--- config.mk ---
export PLATFORM = sky130hd
export DESIGN_NAME = axi_grid_xni_buf
export DESIGN_NICKNAME = d
export VERILOG_FILES = /design/src/rtl/axi_grid_xni_buf.sv
export SDC_FILE = /design/constraint.sdc
export NUM_CORES = 1
export LEC_CHECK = 0
export CORE_MARGIN = 8
export CORE_UTILIZATION = 30
export DETAILED_ROUTE_END_ITERATION = 8
export PLACE_DENSITY_LB_ADDON = 0.1
export SLEW_MARGIN = 20
export SYNTH_ARGS = -nofsm -noshare
export SYNTH_HDL_FRONTEND = slang
export SYNTH_SLANG_ARGS = --single-unit
--- constraint.sdc ---
create_clock -name clk_i -period 2.8 [get_ports clk_i]
set_input_delay 0.56 -clock clk_i [delete_from_list [all_inputs] [get_ports clk_i]]
set_output_delay 0.56 -clock clk_i [all_outputs]
set_load 0.02 [all_outputs]
--- src/rtl/axi_grid_xni_buf.sv ---
// axi_grid_xni_buf: buffered network interface for one grid channel.
// Grid-in flits go into the THRU FIFO. A head addressed to NI_ID is ejected
// locally, and any other head is forwarded. Local injections go into the
// INJ FIFO. THRU and INJ heads are round-robin arbitrated onto grid-out.
// A grant stays locked until the burst's last flit has been handed off.
module axi_grid_xni_buf #(
   parameter int unsigned      ID_W   = 4,
   parameter int unsigned      CHAN_W = 64,
   parameter int unsigned      DEPTH  = 4,
   parameter logic [ID_W-1:0]  NI_ID  = '0
) (
   input  logic              clk_i,
   input  logic              arst_ni,
   // grid input
   input  logic [ID_W-1:0]   in_did_i,
   input  logic [ID_W-1:0]   in_sid_i,
   input  logic [CHAN_W-1:0] in_chan_i,
   input  logic              in_last_i,
   input  logic              in_valid_i,
   output logic              in_ready_o,
   // local injection
   input  logic [ID_W-1:0]   inj_did_i,
   input  logic [CHAN_W-1:0] inj_chan_i,
   input  logic              inj_last_i,
   input  logic              inj_valid_i,
   output logic              inj_ready_o,
   // grid output
   output logic [ID_W-1:0]   out_did_o,
   output logic [ID_W-1:0]   out_sid_o,
   output logic [CHAN_W-1:0] out_chan_o,
   output logic              out_last_o,
   output logic              out_valid_o,
   input  logic              out_ready_i,
   // local ejection
   output logic [ID_W-1:0]   ej_sid_o,
   output logic [CHAN_W-1:0] ej_chan_o,
   output logic              ej_last_o,
   output logic              ej_valid_o,
   input  logic              ej_ready_i
);

   localparam int unsigned PTR_W = (DEPTH > 1) ? $clog2(DEPTH) : 1;
   localparam int unsigned CNT_W = PTR_W + 1;
   localparam int unsigned ENT_W = 2 * ID_W + CHAN_W + 1;
   localparam logic [CNT_W-1:0] FULL_CNT = CNT_W'(DEPTH);

   // grant source encoding
   localparam logic SRC_THRU = 1'b0;
   localparam logic SRC_INJ  = 1'b1;

   // ------------------------------------------------------------------
   // THRU FIFO state
   // ------------------------------------------------------------------
   logic [ENT_W-1:0] r_thru_mem [DEPTH];
   logic [PTR_W-1:0] r_thru_wr_ptr;
   logic [PTR_W-1:0] r_thru_rd_ptr;
   logic [CNT_W-1:0] r_thru_cnt;

   logic              w_thru_full;
   logic              w_thru_empty;
   logic              w_thru_push;
   logic              w_thru_pop;
   logic [ENT_W-1:0]  w_thru_head;
   logic [ID_W-1:0]   w_thru_did;
   logic [ID_W-1:0]   w_thru_sid;
   logic [CHAN_W-1:0] w_thru_chan;
   logic              w_thru_last;

   // ------------------------------------------------------------------
   // INJ FIFO state
   // ------------------------------------------------------------------
   logic [ENT_W-1:0] r_inj_mem [DEPTH];
   logic [PTR_W-1:0] r_inj_wr_ptr;
   logic [PTR_W-1:0] r_inj_rd_ptr;
   logic [CNT_W-1:0] r_inj_cnt;

   logic              w_inj_full;
   logic              w_inj_empty;
   logic              w_inj_push;
   logic              w_inj_pop;
   logic [ENT_W-1:0]  w_inj_head;
   logic [ID_W-1:0]   w_inj_did;
   logic [ID_W-1:0]   w_inj_sid;
   logic [CHAN_W-1:0] w_inj_chan;
   logic              w_inj_last;

   // ------------------------------------------------------------------
   // Arbiter state
   // ------------------------------------------------------------------
   logic r_rr;        // preferred source when both request
   logic r_lock;      // burst in progress
   logic r_lock_src;  // source owning the burst

   logic              w_thru_local;
   logic              w_thru_req;
   logic              w_inj_req;
   logic              w_grant;
   logic              w_out_valid;
   logic              w_out_fire;
   logic              w_ej_valid;
   logic              w_ej_fire;
   logic [ID_W-1:0]   w_out_did;
   logic [ID_W-1:0]   w_out_sid;
   logic [CHAN_W-1:0] w_out_chan;
   logic              w_out_last;

   // ------------------------------------------------------------------
   // FIFO status and head decode
   // ------------------------------------------------------------------
   assign w_thru_full  = (r_thru_cnt == FULL_CNT);
   assign w_thru_empty = (r_thru_cnt == '0);
   assign w_inj_full   = (r_inj_cnt == FULL_CNT);
   assign w_inj_empty  = (r_inj_cnt == '0);

   assign in_ready_o  = ~w_thru_full;
   assign inj_ready_o = ~w_inj_full;

   assign w_thru_push = in_valid_i & ~w_thru_full;
   assign w_inj_push  = inj_valid_i & ~w_inj_full;

   assign w_thru_head = r_thru_mem[r_thru_rd_ptr];
   assign w_thru_did  = w_thru_head[ENT_W-1 -: ID_W];
   assign w_thru_sid  = w_thru_head[ENT_W-ID_W-1 -: ID_W];
   assign w_thru_chan = w_thru_head[CHAN_W:1];
   assign w_thru_last = w_thru_head[0];

   assign w_inj_head  = r_inj_mem[r_inj_rd_ptr];
   assign w_inj_did   = w_inj_head[ENT_W-1 -: ID_W];
   assign w_inj_sid   = w_inj_head[ENT_W-ID_W-1 -: ID_W];
   assign w_inj_chan  = w_inj_head[CHAN_W:1];
   assign w_inj_last  = w_inj_head[0];

   // ------------------------------------------------------------------
   // Routing: a THRU head for this node is ejected and never arbitrated
   // ------------------------------------------------------------------
   assign w_thru_local = (w_thru_did == NI_ID);
   assign w_ej_valid   = ~w_thru_empty & w_thru_local;
   assign w_thru_req   = ~w_thru_empty & ~w_thru_local;
   assign w_inj_req    = ~w_inj_empty;
   assign w_ej_fire    = w_ej_valid & ej_ready_i;

   // grant selection: lock first, then RR when contended, else sole requester
   always_comb begin
      w_grant     = SRC_THRU;
      w_out_valid = 1'b0;
      if (r_lock) begin
         // a locked burst waits for its own source even when that source is empty
         w_grant     = r_lock_src;
         w_out_valid = (r_lock_src == SRC_INJ) ? w_inj_req : w_thru_req;
      end else if (w_thru_req && w_inj_req) begin
         w_grant     = r_rr;
         w_out_valid = 1'b1;
      end else if (w_inj_req) begin
         w_grant     = SRC_INJ;
         w_out_valid = 1'b1;
      end else if (w_thru_req) begin
         w_grant     = SRC_THRU;
         w_out_valid = 1'b1;
      end
   end

   // output mux of the granted head
   always_comb begin
      if (w_grant == SRC_INJ) begin
         w_out_did  = w_inj_did;
         w_out_sid  = w_inj_sid;
         w_out_chan = w_inj_chan;
         w_out_last = w_inj_last;
      end else begin
         w_out_did  = w_thru_did;
         w_out_sid  = w_thru_sid;
         w_out_chan = w_thru_chan;
         w_out_last = w_thru_last;
      end
   end

   assign w_out_fire = w_out_valid & out_ready_i;

   // each FIFO pops only on its own handshake
   assign w_thru_pop = (w_out_fire & (w_grant == SRC_THRU)) | w_ej_fire;
   assign w_inj_pop  = w_out_fire & (w_grant == SRC_INJ);

   // data outputs are held at zero while the matching valid is low
   assign out_valid_o = w_out_valid;
   assign out_did_o   = w_out_valid ? w_out_did  : '0;
   assign out_sid_o   = w_out_valid ? w_out_sid  : '0;
   assign out_chan_o  = w_out_valid ? w_out_chan : '0;
   assign out_last_o  = w_out_valid & w_out_last;

   assign ej_valid_o = w_ej_valid;
   assign ej_sid_o   = w_ej_valid ? w_thru_sid  : '0;
   assign ej_chan_o  = w_ej_valid ? w_thru_chan : '0;
   assign ej_last_o  = w_ej_valid & w_thru_last;

   // ------------------------------------------------------------------
   // Storage writes (payload needs no reset; occupancy is tracked separately)
   // ------------------------------------------------------------------
   // THRU storage write
   always_ff @(posedge clk_i) begin
      if (w_thru_push) begin
         r_thru_mem[r_thru_wr_ptr] <= {in_did_i, in_sid_i, in_chan_i, in_last_i};
      end
   end

   // INJ storage write; the source ID is always this node
   always_ff @(posedge clk_i) begin
      if (w_inj_push) begin
         r_inj_mem[r_inj_wr_ptr] <= {inj_did_i, NI_ID, inj_chan_i, inj_last_i};
      end
   end

   // THRU pointers and occupancy
   always_ff @(posedge clk_i or negedge arst_ni) begin
      if (!arst_ni) begin
         r_thru_wr_ptr <= '0;
         r_thru_rd_ptr <= '0;
         r_thru_cnt    <= '0;
      end else begin
         if (w_thru_push) begin
            r_thru_wr_ptr <= r_thru_wr_ptr + 1'b1;
         end
         if (w_thru_pop) begin
            r_thru_rd_ptr <= r_thru_rd_ptr + 1'b1;
         end
         case ({w_thru_push, w_thru_pop})
            2'b10:   r_thru_cnt <= r_thru_cnt + 1'b1;
            2'b01:   r_thru_cnt <= r_thru_cnt - 1'b1;
            default: r_thru_cnt <= r_thru_cnt;
         endcase
      end
   end

   // INJ pointers and occupancy
   always_ff @(posedge clk_i or negedge arst_ni) begin
      if (!arst_ni) begin
         r_inj_wr_ptr <= '0;
         r_inj_rd_ptr <= '0;
         r_inj_cnt    <= '0;
      end else begin
         if (w_inj_push) begin
            r_inj_wr_ptr <= r_inj_wr_ptr + 1'b1;
         end
         if (w_inj_pop) begin
            r_inj_rd_ptr <= r_inj_rd_ptr + 1'b1;
         end
         case ({w_inj_push, w_inj_pop})
            2'b10:   r_inj_cnt <= r_inj_cnt + 1'b1;
            2'b01:   r_inj_cnt <= r_inj_cnt - 1'b1;
            default: r_inj_cnt <= r_inj_cnt;
         endcase
      end
   end

   // arbiter: RR advances and lock clears on last; non-last locks the grant
   always_ff @(posedge clk_i or negedge arst_ni) begin
      if (!arst_ni) begin
         r_rr       <= SRC_THRU;
         r_lock     <= 1'b0;
         r_lock_src <= SRC_THRU;
      end else if (w_out_fire) begin
         if (w_out_last) begin
            r_lock <= 1'b0;
            r_rr   <= ~w_grant;
         end else begin
            r_lock     <= 1'b1;
            r_lock_src <= w_grant;
         end
      end
   end

endmodule

# Yosys cells after proc, flatten, opt, wreduce, memory -nomap -nowiden

Memories as Yosys holds them, arrays and structs flattened.
Cells that the tools add are included.

Flip-flop bits (word level): 17
Memory bits (writable): 568
Input bits: 148
Memories kept: 2

Add/subtract/negate cells: 8
Eq/ne operators: 6
Mux-type cells: 24
Bitwise gates (word level): 18
Reductions and logical operators: 8

Memory list:

| name       | words | bits a word | read ports | clocked after Yosys merged registers in | write ports | RTL line | source |
|---|---|---|---|---|---|---|---|
| r_thru_mem | 4     | 73          | 1          | 0                                       | 1           | 54       | `logic [ENT_W-1:0] r_thru_mem [DEPTH];` |
| r_inj_mem  | 4     | 69          | 1          | 0                                       | 1           | 72       | `logic [ENT_W-1:0] r_inj_mem [DEPTH];` |

Operators by type and width:

| cell                | count |
|---|---|
| $mux 64             | 3 |
| $mux 4              | 5 |
| $mux 1              | 14 |
| $pmux 3 s2          | 2 |
| $and 1x1->1         | 10 |
| $add 2x1->2 const B | 4 |
| $not 1->1           | 7 |
| $add 3x1->3 const B | 2 |
| $eq 3x3->1 const B  | 2 |
| $logic_not 3->1     | 2 |
| $sub 3x1->3 const B | 2 |
| $eq 2x1->1 const B  | 2 |
| $eq 2x2->1 const B  | 2 |
| $logic_not 4->1     | 1 |
| $reduce_and 2->1    | 2 |
| $reduce_bool 2->1   | 2 |
| $logic_and 1x1->1   | 1 |
| $or 1x1->1          | 1 |

# Depth between registers and ports, before layout

An unclocked memory read counts as a cell.

Word-level depth: 13
Gate-level depth with buffers: 12

# Worst setup path before layout

Ideal clock, no wire load.

Path kind: flip-flop to flip-flop
From: reg r_thru_rd_ptr[0]
To: reg r_thru_cnt[2]
Setup time: 79 ps
Data arrival time: 3230 ps
Data required time: 2721 ps
Path slack: -509 ps
Stages on the path, launching flop included: 12
Period minus slack after synthesis: 3309 ps
Cell sequence: dfrtp_1 -> buf_4 -> mux4_2 -> or4_4 -> nor2_1 -> o2bb2ai_1 -> ha_1 -> inv_1 -> fa_1 -> xor2_1 -> nor2_1 -> xor2_1

Elaborated cells on any way between the ends: 22

RTL lines:

| what                                                   | RTL line | source |
|---|---|---|
| start, declared                                        | 56       | `logic [PTR_W-1:0] r_thru_rd_ptr;` |
| start signal, assigned                                 | 223      | `r_thru_rd_ptr <= r_thru_rd_ptr + 1'b1;` |
| $mem_v2 4x73 *                                         | --       |  |
| $logic_not 4->1 *                                      | 136      | `assign w_thru_local = (w_thru_did == NI_ID);` |
| $and 1x1->1 *                                          | 137      | `assign w_ej_valid = ~w_thru_empty & w_thru_local;` |
| named net ej_valid_o                                   | 38       | `output logic ej_valid_o,` |
| $and 1x1->1 *                                          | 140      | `assign w_ej_fire = w_ej_valid & ej_ready_i;` |
| $or 1x1->1 *                                           | 180      | `assign w_thru_pop = (w_out_fire & (w_grant == SRC_THRU)) \| w_ej_fire;` |
| named net w_thru_pop                                   | 62       | `logic w_thru_pop;` |
| $eq 2x1->1 / $eq 2x2->1 (equally long branches)        | 225      | `case ({w_thru_push, w_thru_pop})` |
| $pmux 3 s2 / $reduce_bool 2->1 (equally long branches) | --       |  |
| end signal, assigned                                   | 226      | `2'b10: r_thru_cnt <= r_thru_cnt + 1'b1;` |
| end signal, assigned                                   | 227      | `2'b01: r_thru_cnt <= r_thru_cnt - 1'b1;` |
| end signal, assigned                                   | 228      | `default: r_thru_cnt <= r_thru_cnt;` |
| end, declared                                          | 57       | `logic [CNT_W-1:0] r_thru_cnt;` |

Mark *: on every way through the listed nets, which the timed path passes. The rest lies on a longest branch.
A chain may end at the register's enable or synchronous reset.

# Worst setup path after layout

From: reg r_thru_rd_ptr[0]
To: out out_sid_o[0]

Longest elaborated chain between the ends: 9
Elaborated cells on any way between the ends: 14

RTL lines:

| what                                               | RTL line | source |
|---|---|---|
| $mem_v2 4x73 *                                     | --       |  |
| $logic_not 4->1                                    | 136      |  |
| $not 1->1                                          | 138      | `assign w_thru_req = ~w_thru_empty & ~w_thru_local;` |
| $and 1x1->1                                        | 138      |  |
| $mux 1 / $logic_and 1x1->1 (equally long branches) | 156, 150 |  |
| $mux 1 (on tied branches)                          | 153, 150 |  |
| $mux 1 (on tied branches)                          | 150, 146 |  |
| $mux 1 / $mux 4 (equally long branches)            | 146, 164 |  |
| $mux 4 *                                           | 186      | `assign out_sid_o = w_out_valid ? w_out_sid : '0;` |
| end, declared                                      | 29       | `output logic [ID_W-1:0] out_sid_o,` |

Every way passes the cells marked *; elsewhere a longest branch is shown, timed or not.

==> results.rst <==
.. list-table::
   :header-rows: 1

   * - Metric
     - Value
   * - RD Place Congestion
     - 0.707
   * - Starting density of the core
     - 30.3%
   * - Synthesis-to-finish area growth
     - 43.8%
   * - Placement-stage worst setup slack
     - -645 ps
   * - Setup repair after global routing missed its margin
     - yes
   * - FF+latch area
     - 0.0175 mm^2
   * - Global route overflow
     - 0
   * - Yosys warns
     - 0
   * - CTS tree
     - done
   * - Die Y-Extent
     - 293 um
   * - First-pass GRT wire length
     - 99.6 mm
   * - Max-slew headroom at the worst pin
     - 49.6%
   * - Violated checks
     - negative setup slack
   * - Final setup viols
     - 153
   * - Ys async rst share
     - 2.91%
   * - Total negative setup slack
     - -109480 ps
   * - Seq cells post-synth
     - 585
   * - Clock latency at the later pin of the worst-skew pair
     - 600 ps
   * - Standard-cell row count
     - 101
   * - Sort of element at the start of the critical path
     - register
   * - Number of levels the H-tree was split into
     - 3
   * - Drt first pass iters
     - 4
   * - Worst-path maximum fanout
     - 6
   * - Clock Sinks
     - 585
   * - WS Path Type
     - register to output port
   * - Number of vias in the routed layout
     - 12.9k
   * - Drt drc
     - 0
   * - Mapped Avg Cell Area
     - 19.7 um^2
   * - I/O pin count
     - 294
   * - Number of filler cells placed in the layout
     - 6662
   * - Synth Flop Type
     - sky130_fd_sc_hd__edfxtp_1
   * - Layout Skew
     - 21.9 ps
   * - Outcome
     - finished, violations left
   * - Sum of net half-perimeters after detailed placement
     - 43.2 mm
   * - Register-to-register setup slack
     - -550 ps
   * - Cell count after synthesis
     - 1167
   * - Floorplan die width
     - 293 um
   * - Final Max Slew Viols
     - 0
   * - Post-Route Hold Slack
     - 400 ps
   * - Final cycle utilization of the critical path
     - 134%
   * - Length in cells of the worst reg-to-reg path
     - 17
   * - Share of final-layout standard cells stronger than drive strength 1
     - 45.1%
   * - Minimum clock period
     - 3760 ps
   * - Post-detailed-route count of antenna-violating nets
     - 0
   * - Antenna violations before repair
     - 20
   * - Die Footprint
     - 0.0857 mm^2
   * - Inserted Clock Buffers
     - 68
   * - Kind of end point of the critical path
     - output port
   * - Average vias per placed instance
     - 4.85
   * - Sequential-to-total area share from yosys stat
     - 76.1%
   * - Clock slew at the register clock pins of the worst setup and hold paths
     - 60 ps
   * - Maxcap violations
     - 0
   * - Post-layout power
     - 44.0 mW
   * - Worst vdd rail ir drop
     - 807 uV
   * - Library cells used by synthesis
     - 36
   * - Number of enable-type register cells in the synthesized netlist
     - 568
   * - Arrival time at the worst endpoint
     - 3200 ps
   * - Via count of the first global-routing pass
     - 13.7k
   * - Final worst-path setup slack
     - -958 ps
   * - Most common library cell in the layout ignoring fill and taps
     - sky130_fd_sc_hd__edfxtp_1
   * - Final non-filler cell total
     - 2671
   * - Reg2Reg Capture Point
     - r_inj_cnt[2]$_DFFE_PN0P_
   * - Area after detailed placement
     - 0.0289 mm^2
   * - Total of hold buffers inserted after clock tree synthesis
     - 0
   * - Worst Path Required
     - 2240 ps
   * - Sum of routed wire length over all layers
     - 71.5 mm
   * - Number of buffer cells added on primary ports
     - 293
   * - Total GRT Usage
     - 15.9%
   * - Wire length per cell after detailed routing
     - 26.8 um
   * - Number of placed instances, taps included
     - 2458
   * - Netlist area before placement
     - 0.0230 mm^2
   * - Initial DRC count
     - 793
   * - Final Util
     - 43.6%
   * - Largest net degree at the start of global routing
     - 71
   * - Core Region
     - 0.0758 mm^2
   * - Crit Reg-Reg Startpoint
     - r_thru_rd_ptr[0]$_DFFE_PN0P_
   * - Transition at the pin with the smallest max-transition slack
     - 756 ps
   * - Power density relative to cell area
     - 1330 mW/mm^2
   * - Multi-input combinational cell area
     - 0.00653 mm^2
   * - Number of nets in the synthesized netlist
     - 1327
   * - Net total in the final layout
     - 1792
   * - Clock Path Buffers
     - 3
   * - Root Driver
     - sky130_fd_sc_hd__clkbuf_16
   * - Maximum clock rate
     - 266 MHz
   * - Number of hold violations in the final report
     - 0
   * - Most frequent cells in the layout
     - sky130_fd_sc_hd__edfxtp_1, sky130_fd_sc_hd__buf_6, sky130_fd_sc_hd__clkdlybuf4s50_1, sky130_fd_sc_hd__mux4_2, sky130_fd_sc_hd__nand2_1
   * - Design area
     - 0.0330 mm^2
   * - Leakage Power
     - 11.3 nW
   * - Classification of the worst-slack hold path
     - primary input to async pin
where the power goes:
part           leakage, nW  total (mW)  switching (mW)  internal (mW)
combinational         4.80        23.5            12.5           11.1
clock                 1.05        8.47            3.48           4.99
sequential            5.40        12.0           0.402           11.6
Yosys cell counts (2+ instances only):
| master | number | share of area, % |
|---|---|---|
| sky130_fd_sc_hd__a21oi_1 | 69 | 1.5 |
| sky130_fd_sc_hd__edfxtp_1 | 568 | 74 |
| sky130_fd_sc_hd__inv_1 | 15 | 0.25 |
| sky130_fd_sc_hd__o2bb2ai_1 | 3 | 0.11 |
| sky130_fd_sc_hd__ha_1 | 10 | 0.54 |
| sky130_fd_sc_hd__buf_4 | 9 | 0.29 |
| sky130_fd_sc_hd__and3_1 | 81 | 2.2 |
| sky130_fd_sc_hd__xor2_1 | 5 | 0.19 |
| sky130_fd_sc_hd__and2_1 | 2 | 0.054 |
| sky130_fd_sc_hd__nand3_1 | 3 | 0.065 |
| sky130_fd_sc_hd__dfrtp_1 | 17 | 1.9 |
| sky130_fd_sc_hd__fa_1 | 2 | 0.17 |
| sky130_fd_sc_hd__o21ai_0 | 8 | 0.17 |
| sky130_fd_sc_hd__buf_1 | 9 | 0.15 |
| sky130_fd_sc_hd__nor3_1 | 3 | 0.065 |
| sky130_fd_sc_hd__xnor2_1 | 6 | 0.23 |
| sky130_fd_sc_hd__nor2_1 | 7 | 0.11 |
| sky130_fd_sc_hd__buf_2 | 7 | 0.15 |
| sky130_fd_sc_hd__nand2_1 | 142 | 2.3 |
| sky130_fd_sc_hd__mux4_2 | 142 | 14 |
| sky130_fd_sc_hd__clkbuf_1 | 44 | 0.72 |
worst max-delay path by stage:
stage	cells after the start	start	end	slack, ps
finish	10	r_thru_rd_ptr[0]$_DFFE_PN0P_	out_sid_o[0]	-960
global route	10	r_thru_rd_ptr[0]$_DFFE_PN0P_	out_sid_o[3]	-1080
CTS	8	r_thru_rd_ptr[0]$_DFFE_PN0P_	out_chan_o[34]	-1110
detailed placement	8	r_thru_rd_ptr[0]$_DFFE_PN0P_	out_chan_o[3]	-640
global placement	9	r_thru_rd_ptr[0]$_DFFE_PN0P_	out_chan_o[3]	-640
floorplan	11	r_thru_rd_ptr[0]$_DFFE_PN0P_	r_thru_cnt[2]$_DFFE_PN0P_	-220
state kept, by name, indices dropped and copies added, names as in the netlist, 2 cells and up:
signal and cells:
r_inj_cnt 3, r_inj_mem 276, r_inj_rd_ptr 2, r_inj_wr_ptr 2
r_thru_cnt 3, r_thru_mem 292, r_thru_rd_ptr 2, r_thru_wr_ptr 2
cell families after synthesis:
family	count (synthesis)	share of synthesized area (%)
AOI/OAI and AO/OA	86	2.06
xor gates and xnor gates	11	0.419
adders and majority gates	12	0.719
buffers and inverters	86	1.62
DFF	585	76.1
muxes	144	14.0
and+or+nand+nor	243	5.05
critical path: stages (launching register included):
cell and delay [ps]:
sky130_fd_sc_hd__dfrtp_4 470, sky130_fd_sc_hd__mux4_2 570, sky130_fd_sc_hd__or4_4 580, sky130_fd_sc_hd__a31oi_4 170, sky130_fd_sc_hd__buf_6 140, sky130_fd_sc_hd__buf_12 150
sky130_fd_sc_hd__buf_12 130, sky130_fd_sc_hd__buf_12 100, sky130_fd_sc_hd__inv_8 40, sky130_fd_sc_hd__and3_4 140, sky130_fd_sc_hd__buf_6 120
layout make-up:
cell class                      instances  share of cell area [%]
Inverter                               16                   0.204
Clock buffer                           79                    5.34
Sequential cell                       585                    53.0
Timing Repair Buffer                  465                    16.9
Clock inverter                         44                    1.11
Antenna cell                            8                  0.0606
Multi-Input combinational cell        496                    19.7
Tap cell                              978                    3.70
what timing repair did:
item | 4_1_cts | 5_1_grt
cloned | 8 | 8
pin swaps | 8 | 16
resized for setup | 792 | 256
setup endpoints to repair | 150 | 157
buffers inserted | 55 | 35
per-layer routing:
metal / part of all wire, % / wire length [um] / vias up / track usage [%]
li1: - / - / 5665 / -
met1: 42 / 30100 / 6820 / 20.3
met2: 50 / 35600 / 339 / 26.7
met3: 6.5 / 4680 / 107 / 4.69
met4: 1.5 / 1050 / 18 / 3.90
met5: 0.16 / 116 / - / 0
Note: power is estimated with default switching activity, not from simulation.
